===== src/rtl/freq_pkg.sv =====
// freq_pkg: shared definitions for the frequency counter measurement sequencer.
// Gate selector encodings, sequencer states and the gate-length helper.
package freq_pkg;

    localparam int NDIGITS = 8;

    localparam logic [1:0] GATE_1S    = 2'b00;
    localparam logic [1:0] GATE_100MS = 2'b01;
    localparam logic [1:0] GATE_10MS  = 2'b10;

    typedef enum logic [2:0] {
        ST_IDLE,
        ST_CLEAR,
        ST_GATE,
        ST_SETTLE,
        ST_LATCH,
        ST_REQ
    } state_t;

    // Gate length in system clock cycles; the unused 2'b11 encoding falls back to 1 s.
    function automatic logic [31:0] gate_cycles(input int unsigned clk_hz, input logic [1:0] sel);
        case (sel)
            GATE_100MS: gate_cycles = clk_hz / 32'd10;
            GATE_10MS:  gate_cycles = clk_hz / 32'd100;
            default:    gate_cycles = clk_hz;
        endcase
    endfunction

endpackage


===== src/rtl/gate_timer.sv =====
// gate_timer: loadable 32-bit down-counter with a zero flag.
// Load has priority over decrement; the count holds at zero.
module gate_timer (
    input  logic        clk,
    input  logic        rst_n,
    input  logic        i_load,
    input  logic [31:0] i_load_val,
    input  logic        i_dec,
    output logic        o_zero
);

    logic [31:0] r_count;

    always_ff @(posedge clk or negedge rst_n) begin
        if (!rst_n) begin
            r_count <= 32'd0;
        end else if (i_load) begin
            r_count <= i_load_val;
        end else if (i_dec && (r_count != 32'd0)) begin
            r_count <= r_count - 32'd1;
        end
    end

    assign o_zero = (r_count == 32'd0);

endmodule


===== src/rtl/freq_gate_ctrl.sv =====
// freq_gate_ctrl: measurement sequencer for the 8-digit BCD frequency counter.
// Drives counter clear, gate window and latch strobe, then offers each result to the LCD.
module freq_gate_ctrl
    import freq_pkg::*;
#(
    parameter int unsigned CLK_HZ      = 50000000,
    parameter int unsigned SETTLE_CYC  = 4,
    parameter int unsigned ACK_TIMEOUT = 1000000
) (
    input  logic        CLOCK2_50,
    input  logic        RST_N,
    input  logic        run,
    input  logic [1:0]  gate_sel,
    input  logic        cnt_ovf,
    output logic        cnt_clr,
    output logic        cnt_en,
    output logic        latch_en,
    output logic [1:0]  result_range,
    output logic        result_ovf,
    output logic        disp_req,
    input  logic        disp_ack,
    output logic        disp_timeout,
    output logic [15:0] meas_cnt
);

    localparam logic [31:0] LEN_1S_M1    = gate_cycles(CLK_HZ, GATE_1S) - 32'd1;
    localparam logic [31:0] LEN_100MS_M1 = gate_cycles(CLK_HZ, GATE_100MS) - 32'd1;
    localparam logic [31:0] LEN_10MS_M1  = gate_cycles(CLK_HZ, GATE_10MS) - 32'd1;
    localparam logic [31:0] SETTLE_M1    = SETTLE_CYC - 32'd1;
    localparam logic [31:0] ACK_M1       = ACK_TIMEOUT - 32'd1;

    state_t      r_state;
    logic        r_cnt_clr;
    logic        r_cnt_en;
    logic        r_latch_en;
    logic [1:0]  r_result_range;
    logic        r_result_ovf;
    logic        r_disp_req;
    logic        r_disp_timeout;
    logic [15:0] r_meas_cnt;
    logic [1:0]  r_gate_len_sel;
    logic        r_ovf_seen;

    logic [31:0] w_sel_len_m1;
    logic        w_gate_load;
    logic [31:0] w_gate_val;
    logic        w_gate_dec;
    logic        w_gate_zero;
    logic        w_ack_load;
    logic        w_ack_dec;
    logic        w_ack_zero;

    always_comb begin
        w_sel_len_m1 = LEN_1S_M1;
        case (gate_sel)
            GATE_100MS: w_sel_len_m1 = LEN_100MS_M1;
            GATE_10MS:  w_sel_len_m1 = LEN_10MS_M1;
            default:    w_sel_len_m1 = LEN_1S_M1;
        endcase
    end

    // One timer covers both the gate window and the settle delay that follows it.
    assign w_gate_load = (r_state == ST_CLEAR) || ((r_state == ST_GATE) && run && w_gate_zero);
    assign w_gate_val  = (r_state == ST_CLEAR) ? w_sel_len_m1 : SETTLE_M1;
    assign w_gate_dec  = (r_state == ST_GATE) || (r_state == ST_SETTLE);
    assign w_ack_load  = (r_state == ST_LATCH);
    assign w_ack_dec   = (r_state == ST_REQ);

    gate_timer u_gate_timer (
        .clk        (CLOCK2_50),
        .rst_n      (RST_N),
        .i_load     (w_gate_load),
        .i_load_val (w_gate_val),
        .i_dec      (w_gate_dec),
        .o_zero     (w_gate_zero)
    );

    gate_timer u_ack_timer (
        .clk        (CLOCK2_50),
        .rst_n      (RST_N),
        .i_load     (w_ack_load),
        .i_load_val (ACK_M1),
        .i_dec      (w_ack_dec),
        .o_zero     (w_ack_zero)
    );

    always_ff @(posedge CLOCK2_50 or negedge RST_N) begin
        if (!RST_N) begin
            r_state        <= ST_IDLE;
            r_cnt_clr      <= 1'b0;
            r_cnt_en       <= 1'b0;
            r_latch_en     <= 1'b0;
            r_result_range <= 2'b00;
            r_result_ovf   <= 1'b0;
            r_disp_req     <= 1'b0;
            r_disp_timeout <= 1'b0;
            r_meas_cnt     <= 16'd0;
            r_gate_len_sel <= 2'b00;
            r_ovf_seen     <= 1'b0;
        end else begin
            r_cnt_clr      <= 1'b0;
            r_latch_en     <= 1'b0;
            r_disp_timeout <= 1'b0;
            case (r_state)
                ST_IDLE: begin
                    if (run) begin
                        r_state   <= ST_CLEAR;
                        r_cnt_clr <= 1'b1;
                    end
                end
                ST_CLEAR: begin
                    r_gate_len_sel <= gate_sel;
                    r_ovf_seen     <= 1'b0;
                    r_cnt_en       <= 1'b1;
                    r_state        <= ST_GATE;
                end
                ST_GATE: begin
                    if (cnt_ovf) begin
                        r_ovf_seen <= 1'b1;
                    end
                    if (!run) begin
                        r_cnt_en  <= 1'b0;
                        r_cnt_clr <= 1'b1;
                        r_state   <= ST_IDLE;
                    end else if (w_gate_zero) begin
                        r_cnt_en <= 1'b0;
                        r_state  <= ST_SETTLE;
                    end
                end
                // Results are registered on entry to LATCH so they are valid alongside latch_en.
                ST_SETTLE: begin
                    if (cnt_ovf) begin
                        r_ovf_seen <= 1'b1;
                    end
                    if (w_gate_zero) begin
                        r_latch_en     <= 1'b1;
                        r_result_ovf   <= r_ovf_seen | cnt_ovf;
                        r_result_range <= r_gate_len_sel;
                        r_meas_cnt     <= r_meas_cnt + 16'd1;
                        r_state        <= ST_LATCH;
                    end
                end
                ST_LATCH: begin
                    r_disp_req <= 1'b1;
                    r_state    <= ST_REQ;
                end
                ST_REQ: begin
                    if (disp_ack || w_ack_zero) begin
                        r_disp_req     <= 1'b0;
                        r_disp_timeout <= !disp_ack;
                        r_cnt_clr      <= run;
                        r_state        <= run ? ST_CLEAR : ST_IDLE;
                    end
                end
                default: begin
                    r_state <= ST_IDLE;
                end
            endcase
        end
    end

    assign cnt_clr      = r_cnt_clr;
    assign cnt_en       = r_cnt_en;
    assign latch_en     = r_latch_en;
    assign result_range = r_result_range;
    assign result_ovf   = r_result_ovf;
    assign disp_req     = r_disp_req;
    assign disp_timeout = r_disp_timeout;
    assign meas_cnt     = r_meas_cnt;

endmodule


===== config.mk =====
export PLATFORM = sky130hd
export DESIGN_NAME = freq_gate_ctrl
export DESIGN_NICKNAME = d
export VERILOG_FILES = /design/src/rtl/freq_pkg.sv /design/src/rtl/gate_timer.sv /design/src/rtl/freq_gate_ctrl.sv
export SDC_FILE = /design/constraint.sdc
export NUM_CORES = 1
export LEC_CHECK = 0
export BUFFER_PORTS_ARGS = -buffer_cell sky130_fd_sc_hd__buf_2
export CORE_UTILIZATION = 60
export DETAILED_ROUTE_END_ITERATION = 7
export GPL_TIMING_DRIVEN = 0
export HOLD_SLACK_MARGIN = 0.05
export PLACE_DENSITY_LB_ADDON = 0.25
export SETUP_SLACK_MARGIN = 0.2
export SLEW_MARGIN = 30
export SYNTH_ARGS = -nofsm -noshare
export SYNTH_HDL_FRONTEND = slang
export SYNTH_HIERARCHICAL = 1
export SYNTH_SLANG_ARGS = --single-unit

===== constraint.sdc =====
create_clock -name CLOCK2_50 -period 3.95 [get_ports CLOCK2_50]
set_input_delay 0.395 -clock CLOCK2_50 [delete_from_list [all_inputs] [get_ports CLOCK2_50]]
set_output_delay 0.395 -clock CLOCK2_50 [all_outputs]
set_load 0.02 [all_outputs]

==> flow_summary.yaml, run 1 <==
run_status:
  status: "finished, violations left"
  violations: "design-rule violations"
timing:
  finalHoldViolCount: 0
  setup_violations: 0
  period_share: 0.880
  skew_ns: 0.0184
  max_slew_margin: 0.488
  hold_slack_ns: 0.235
  finalSetupTns_ns: 0
  min_period_ns: 3.48
  postLayoutSetupSlackWorst_ns: 0.472
  worstMarginPinSlew_ns: 0.765
  slew_viol_final: 0
  max_clock_freq_mhz: 288
  rsz0062_at_grt: "false"
logic_synthesis:
  synth_top_area_frac: 0.423
  ys_warn_count: 6
  postSynthAreaPerCell_um2: 9.14
  synth_top_cells_by_area: "dfrtp_1 (42%), xnor2_1 (4.9%), nand2_1 (4.5%)"
  synth_area_mm2: 0.00556
  yosysMostFrequentCell: "dfrtp_1"
  synthCells: 609
  synth_top_area_cell: "dfrtp_1"
  synth_edf_count: 0
  yosys-top-cells-count: "dfrtp_1 (94), nand2_1 (66), nor2_1 (55), o21ai_0 (42)"
  synth_cell_types: 63
  ys_dominant_reg_cell: "dfrtp_1"
  yosysSeqAreaShare: 0.423
  synthArstFlopShare: 1.00
  synth_seq_cells: 94
floorplanning:
  dieArea_mm2: 0.00966
  core-area_mm2: 0.00885
  die_w_um: 98.3
  die_y_um: 98.3
  initial_utilization: 0.629
  num_rows: 34
  io_pins: 31
grt:
  grt_pass1_vias: 4948
  grt_pass1_wl_mm: 23.1
  grt_max_degree: 73
  antenna_found_initial: 0
  gr-usage-all-layers: 0.299
  overflow: 0
route:
  ant_nets: 0
  wirelength_mm: 13.8
  via_count: 5153
  detail_route.wl_per_cell_um: 17.1
  drt-initial-drc-count: 400
  vias_per_cell: 6.39
  drc: 7
  drtPass1Iterations: 7
worst_setup_path:
  r2r_start: "u_gate_timer/r_count[22]"
  r2r-end: "u_gate_timer/r_count[18]"
  arrival_ns: 3.75
  reg2reg_depth: 11
  path_class: "flop to flop"
  worstSetupEndpointType: "flop"
  rrSetupSlack_ns: 0.47
  crit_start: "u_gate_timer/r_count[22]"
  cp_max_fo: 13
  cp-start-kind: "flop"
  required_ns: 4.23
power_and_ir_drop:
  p_leak_nw: 2.59
  clkPwrFrac: 0.178
  p_per_area_mw_per_mm2: 552
  p_switching_mw: 1.49
  p_int_mw: 1.97
  combinationalPowerShare: 0.380
  finalPower_mw: 3.46
  seq_power_share: 0.442
  swShare: 0.430
  peakVddDrop_uv: 379
finish:
  layout-drive-gt1-share: 0.125
  fin_area_mm2: 0.00627
  insertedDiodeCount: 0
  finalNonFillerCells: 806
  area_growth_pct: 12.7
  fin_util: 0.709
  nets: 707
clock_tree:
  clk_latency_ns: 0.36
  cts_buffers: 9
  cts_tree: "yes"
  cts_setup_buffers: 0
  clock-sinks: 94
  cts-root-buf: "clkbuf_8"
  htreeDepth: 3
  clk_pin_slew_worst_paths_ns: 0.10
  cts_buffer_depth: 2
min_path:
  min_path_type: "input port to flop"
  holdPathStages: 2
  hold_end: "disp_timeout"
  holdCritStartpoint: "disp_ack"
flow_run:
  drv_cap: 0
placement:
  placed_area_mm2: 0.00604
  portBuffers: 30
  dp.cells: 789
  pre_cts_ws_ns: -0.385
  dp_hpwl_mm: 9.45
  gp_congestion: 0.912
==> registers in the layout (all words and copies together), names as in the netlist <==
name	flops
u_gate_timer/r_count	32
latch_en	1
disp_timeout	1
disp_req	1
r_state	3
r_gate_len_sel	2
cnt_clr	1
u_ack_timer/r_count	32
meas_cnt	16
result_ovf	1
cnt_en	1
result_range	2
r_ovf_seen	1
==> how the worst max path moves through the flow <==
stage | endpoint | slack (ns) | cells past startpoint
detailed placement | u_gate_timer/r_count[18] | -0.39 | 14
CTS | u_gate_timer/r_count[18] | 0.36 | 14
global route | u_gate_timer/r_count[18] | 0.26 | 14
global placement | u_gate_timer/r_count[18] | -0.24 | 14
floorplan | u_gate_timer/r_count[14] | 0.69 | 13
finish | u_gate_timer/r_count[18] | 0.47 | 11
==> routing by layer <==
layer  track usage  part of all wire  vias up
li1              -                 -     2403
met1         0.411              0.43     2448
met2         0.472              0.46      256
met3        0.0415             0.082       46
met4         0.139             0.026        0
met5             0                 0        -
==> cells in the final DEF (no fill, tap or decap), types with 5 or more instances in the layout <==
master	count
a21oi_1	10
a31oi_1	24
and3_1	6
buf_2	32
buf_6	6
clkbuf_1	12
clkbuf_2	6
clkbuf_8	9
conb_1	43
dfrtp_1	94
ha_1	7
inv_1	17
nand2_1	66
nand3_1	23
nand4_1	19
nor2_1	55
nor3_1	31
nor4_1	6
o21ai_0	42
o31ai_1	7
o41ai_1	14
or3_1	14
or4_1	12
or4b_1	8
xnor2_1	31
xor2_1	5
==> layout make-up <==
cell class              count  area, um2
flip-flops and latches     94       2350
inverters                  20       77.6
well taps                 108        135
repair buffers             32        194
fillers                   698       2580
plain buffers              30        191
multi-input cells         506       3130
clock inverters             7       62.6
clock buffers               9        124
==> logic make-up after synthesis <==
family                   count (synthesis)  share of synthesized area
AO/OA/AOI/OAI                          138                      0.174
XOR/XNOR                                36                     0.0567
adder cells (fa/ha/maj)                  7                     0.0157
buffers and inverters                   50                     0.0470
flip-flops                              94                      0.423
multiplexers                             2                    0.00360
other                                    2                    0.00135
AND/OR/NAND/NOR                        280                      0.278
==> critical path: stages, from the launching register on <==
cell and delay, ns:
dfrtp_1 0.44, or3_1 0.46, nor4_4 0.53, and3_1 0.22, clkbuf_2 0.31, nand3_1 0.12
a21oi_1 0.19, clkbuf_2 0.28, clkbuf_2 0.29, clkbuf_2 0.30, nand2_1 0.13, o21ai_0 0.11
==> timing repair <==
action | 4_1_cts | 5_1_grt
hold endpoints to repair | 22 | 0
resized for setup | 5 | 6
endpoints found under the setup margin | 20 | 21
hold buffers | 1 | 0
cloned | 0 | 0
pin swaps | 0 | 0
==> power groups by stage <==
stage	clock network (mW)	logic, mW	registers, mW
2_1_floorplan	0	0.935	1.46
3_3_place_gp	0	1.19	1.50
3_5_place_dp	0	1.25	1.52
4_1_cts	0.630	1.26	1.50
5_1_grt	0.665	1.44	1.56
6_report	0.615	1.31	1.53
No activity file was read; power rests on OpenSTA's default activity.
==> run 2, diff against run 1 <==
ABC_AREA = 1   (was default)
==> run 2 against run 1 <==
  * Sequential share of layout area is 7.1 points lower
  * Non-clock buffer count fell by 6
  * Hold slack worse by 0.020 ns
  * The run now ends clean
  * Critical endpoint is now u_gate_timer/r_count[23]
==> flow_summary.yaml, run 2 <==
worst_setup_path:
  critPathTopFamily: "buffers and inverters"
  critPathMostFrequentCell: "inv_1"
  required_ns: 4.24
  cp-start-kind: "flop"
  cp_slowest_cell: "clkbuf_1"
  cp_slowest_stage_delay_ns: 0.48
  arrival_ns: 3.73
  path_class: "flop to flop"
  worstSetupEndpointType: "flop"
  path_cells: "inv_1 > ha_1 > nand2_4 > nor2_8 > nand3_1 > nor3_2 > inv_1 > nor2_1 > nor2_1 > inv_1 > buf_2 > buf_1 > clkbuf_1 > nand2_1 > nand3_1"
  cp.buffers_inverters: 6
  cp_max_fo: 10
logic_synthesis:
  synth_cell_types: 39
  synth_area_mm2: 0.00693
  ys_dominant_reg_cell: "dfrtp_1"
  synth_edf_count: 0
  synth_seq_cells: 94
  yosysMostFrequentCell: "nand2_1"
  synth_top_area_cell: "dfrtp_1"
  yosys-top-cells-count: "nand2_1 (409), nor2_1 (136), inv_1 (111), nand3_1 (109), dfrtp_1 (94)"
  synthArstFlopShare: 1.00
  synth-compound-area-share: 0.0699
  synth_top_cells_by_area: "dfrtp_1 (34%), nand2_1 (22%), nand3_1 (7.9%)"
  synthCells: 1073
  synthAdderAreaFrac: 0.0126
  ys_warn_count: 6
  synthMuxAreaShare: 0
  synthXorXnorAreaFrac: 0.0190
  synth_top_area_frac: 0.340
  postSynthAreaPerCell_um2: 6.46
  yosysSeqAreaShare: 0.340
  synth_simple_gate_area_frac: 0.475
  synth_top_family_by_area: "simple AND/OR/NAND/NOR gates"
floorplanning:
  dieArea_mm2: 0.0120
  die_y_um: 109
  num_rows: 38
  initial_utilization: 0.628
  core-area_mm2: 0.0110
  die_w_um: 109
  io_pins: 31
route:
  wirelength_mm: 17.0
  ant_nets: 0
  drc: 0
  via_count: 6842
  drt-initial-drc-count: 664
  drtPass1Iterations: 7
  detail_route.wl_per_cell_um: 13.0
  vias_per_cell: 5.25
min_path:
  min_path_type: "input port to flop"
timing:
  min_period_ns: 3.44
  period_share: 0.870
  rsz0062_at_grt: "false"
  finalSetupTns_ns: 0
  postLayoutSetupSlackWorst_ns: 0.513
  finalHoldViolCount: 0
  slew_viol_final: 0
  setup_violations: 0
  skew_ns: 0.00950
  max_clock_freq_mhz: 291
  max_slew_margin: 0.556
  worstMarginPinSlew_ns: 0.664
finish:
  fin_area_mm2: 0.00774
  layout-drive-gt1-share: 0.117
  nets: 1171
  finalNonFillerCells: 1302
  area_growth_pct: 11.7
  final_cell_mix: "nand2_1 (409), nor2_1 (136), inv_1 (111)"
  fin_util: 0.701
  final_common_cell: "nand2_1"
  insertedDiodeCount: 0
  n_fill_cell: 968
placement:
  pre_cts_ws_ns: 0.280
  gp_congestion: 0.978
  portBuffers: 30
  dp_hpwl_mm: 12.6
  placed_area_mm2: 0.00744
  dp.cells: 1285
clock_tree:
  cts_buffers: 9
  htreeDepth: 3
  cts_tree: "yes"
  cts_buffer_depth: 2
  clk_pin_slew_worst_paths_ns: 0.07
  clk_latency_ns: 0.36
  cts-root-buf: "clkbuf_16"
  clock-sinks: 94
power_and_ir_drop:
  p_leak_nw: 4.07
  peakVddDrop_uv: 499
  p_per_area_mw_per_mm2: 705
grt:
  grt_pass1_wl_mm: 28.1
  gr-usage-all-layers: 0.303
  grt_max_degree: 61
  overflow: 0
  grt_pass1_vias: 6013
  antenna_found_initial: 0
flow_run:
  drv_cap: 0
run_status:
  status: "finished clean"
run 2: cell count changes after synthesis, moves of 11 or more:
cell and change:
nor3_1 -24, nand3_1 +86, inv_1 +94, nand2_1 +343
nor2_2 +11, nor2_1 +81, o21ai_2 +22, xnor2_1 -23
a31oi_1 -24, or4_1 -12, o41ai_1 -14, or3_1 -14
run 2: path summary, 6_finish.rpt:
path	from	to	slack [ns]	cells past startpoint
setup / recovery	u_gate_timer/r_count[0]	u_gate_timer/r_count[23]	0.51	15
hold / removal	disp_ack	disp_timeout	0.21	2
setup reg to reg	u_gate_timer/r_count[0]	u_gate_timer/r_count[23]	0.51	15
hold reg to reg	r_gate_len_sel[0]	result_range[0]	0.48	2
max in group asynchronous	RST_N	u_gate_timer/r_count[5]	2.85	3
min in group asynchronous	RST_N	u_ack_timer/r_count[30]	0.51	2
run 2: area by class of cell:
type / count / area, um2 / share of cell area
clock buffer: 10 / 229 / 0.0296
inverter: 114 / 428 / 0.0553
clock inverter: 6 / 52.6 / 0.00679
multi-input combinational: 882 / 4160 / 0.538
tap: 140 / 175 / 0.0226
buffer: 24 / 144 / 0.0186
sequential: 94 / 2350 / 0.304
timing repair buffer: 32 / 194 / 0.0251
run 2: cells by family (layout without fill, tap and decap cells):
family,count (synthesis),count (layout)
AND/OR/NAND/NOR,744,744
buffers and inverters,138,186
flip-flops,94,94
AO/OA/AOI/OAI,73,73
XOR/XNOR,15,15
adder cells (fa/ha/maj),7,7
other,2,43
run 2: what timing repair did:
action / in CTS / in global routing
setup buffers: 0 / 0
resized for setup: 0 / 1
endpoints found under the hold margin: 34 / 0
hold buffers: 1 / 0
endpoints found under the setup margin: 0 / 20
run 2: worst register-to-register path, cell delays in order (launching register included):
cell and delay, ns:
dfrtp_1 0.37, inv_1 0.15, ha_1 0.33, nand2_4 0.11, nor2_8 0.19, nand3_1 0.12, nor3_2 0.37, inv_1 0.17
nor2_1 0.13, nor2_1 0.05, inv_1 0.06, buf_2 0.18, buf_1 0.45, clkbuf_1 0.49, nand2_1 0.10, nand3_1 0.11
run 2: through the flow:
| stage | hold WS [ns] | power, mW |
|---|---|---|
| 5_1_grt | 0.221 | 5.92 |
| 3_3_place_gp | 0.451 | 4.46 |
| 3_5_place_dp | 0.317 | 4.54 |
| 4_1_cts | 0.206 | 5.42 |
| 6_report | 0.215 | 5.45 |
| 2_1_floorplan | 0.0994 | 3.87 |
run 2: report_power, final:
group / internal, mW / switching [mW]
Clock: 0.438 / 0.414
Sequential: 1.28 / 0.385
Combinational: 0.965 / 1.97
run 2: per-layer routing:
metal / wire (um) / share of wire / up-vias / global-route usage
met5: 0 / 0 / - / 0
met4: 280 / 0.016 / 0 / 0.0962
met3: 1340 / 0.079 / 24 / 0.0486
met2: 7370 / 0.43 / 239 / 0.466
met1: 8010 / 0.47 / 3073 / 0.435
li1: - / - / 3506 / -
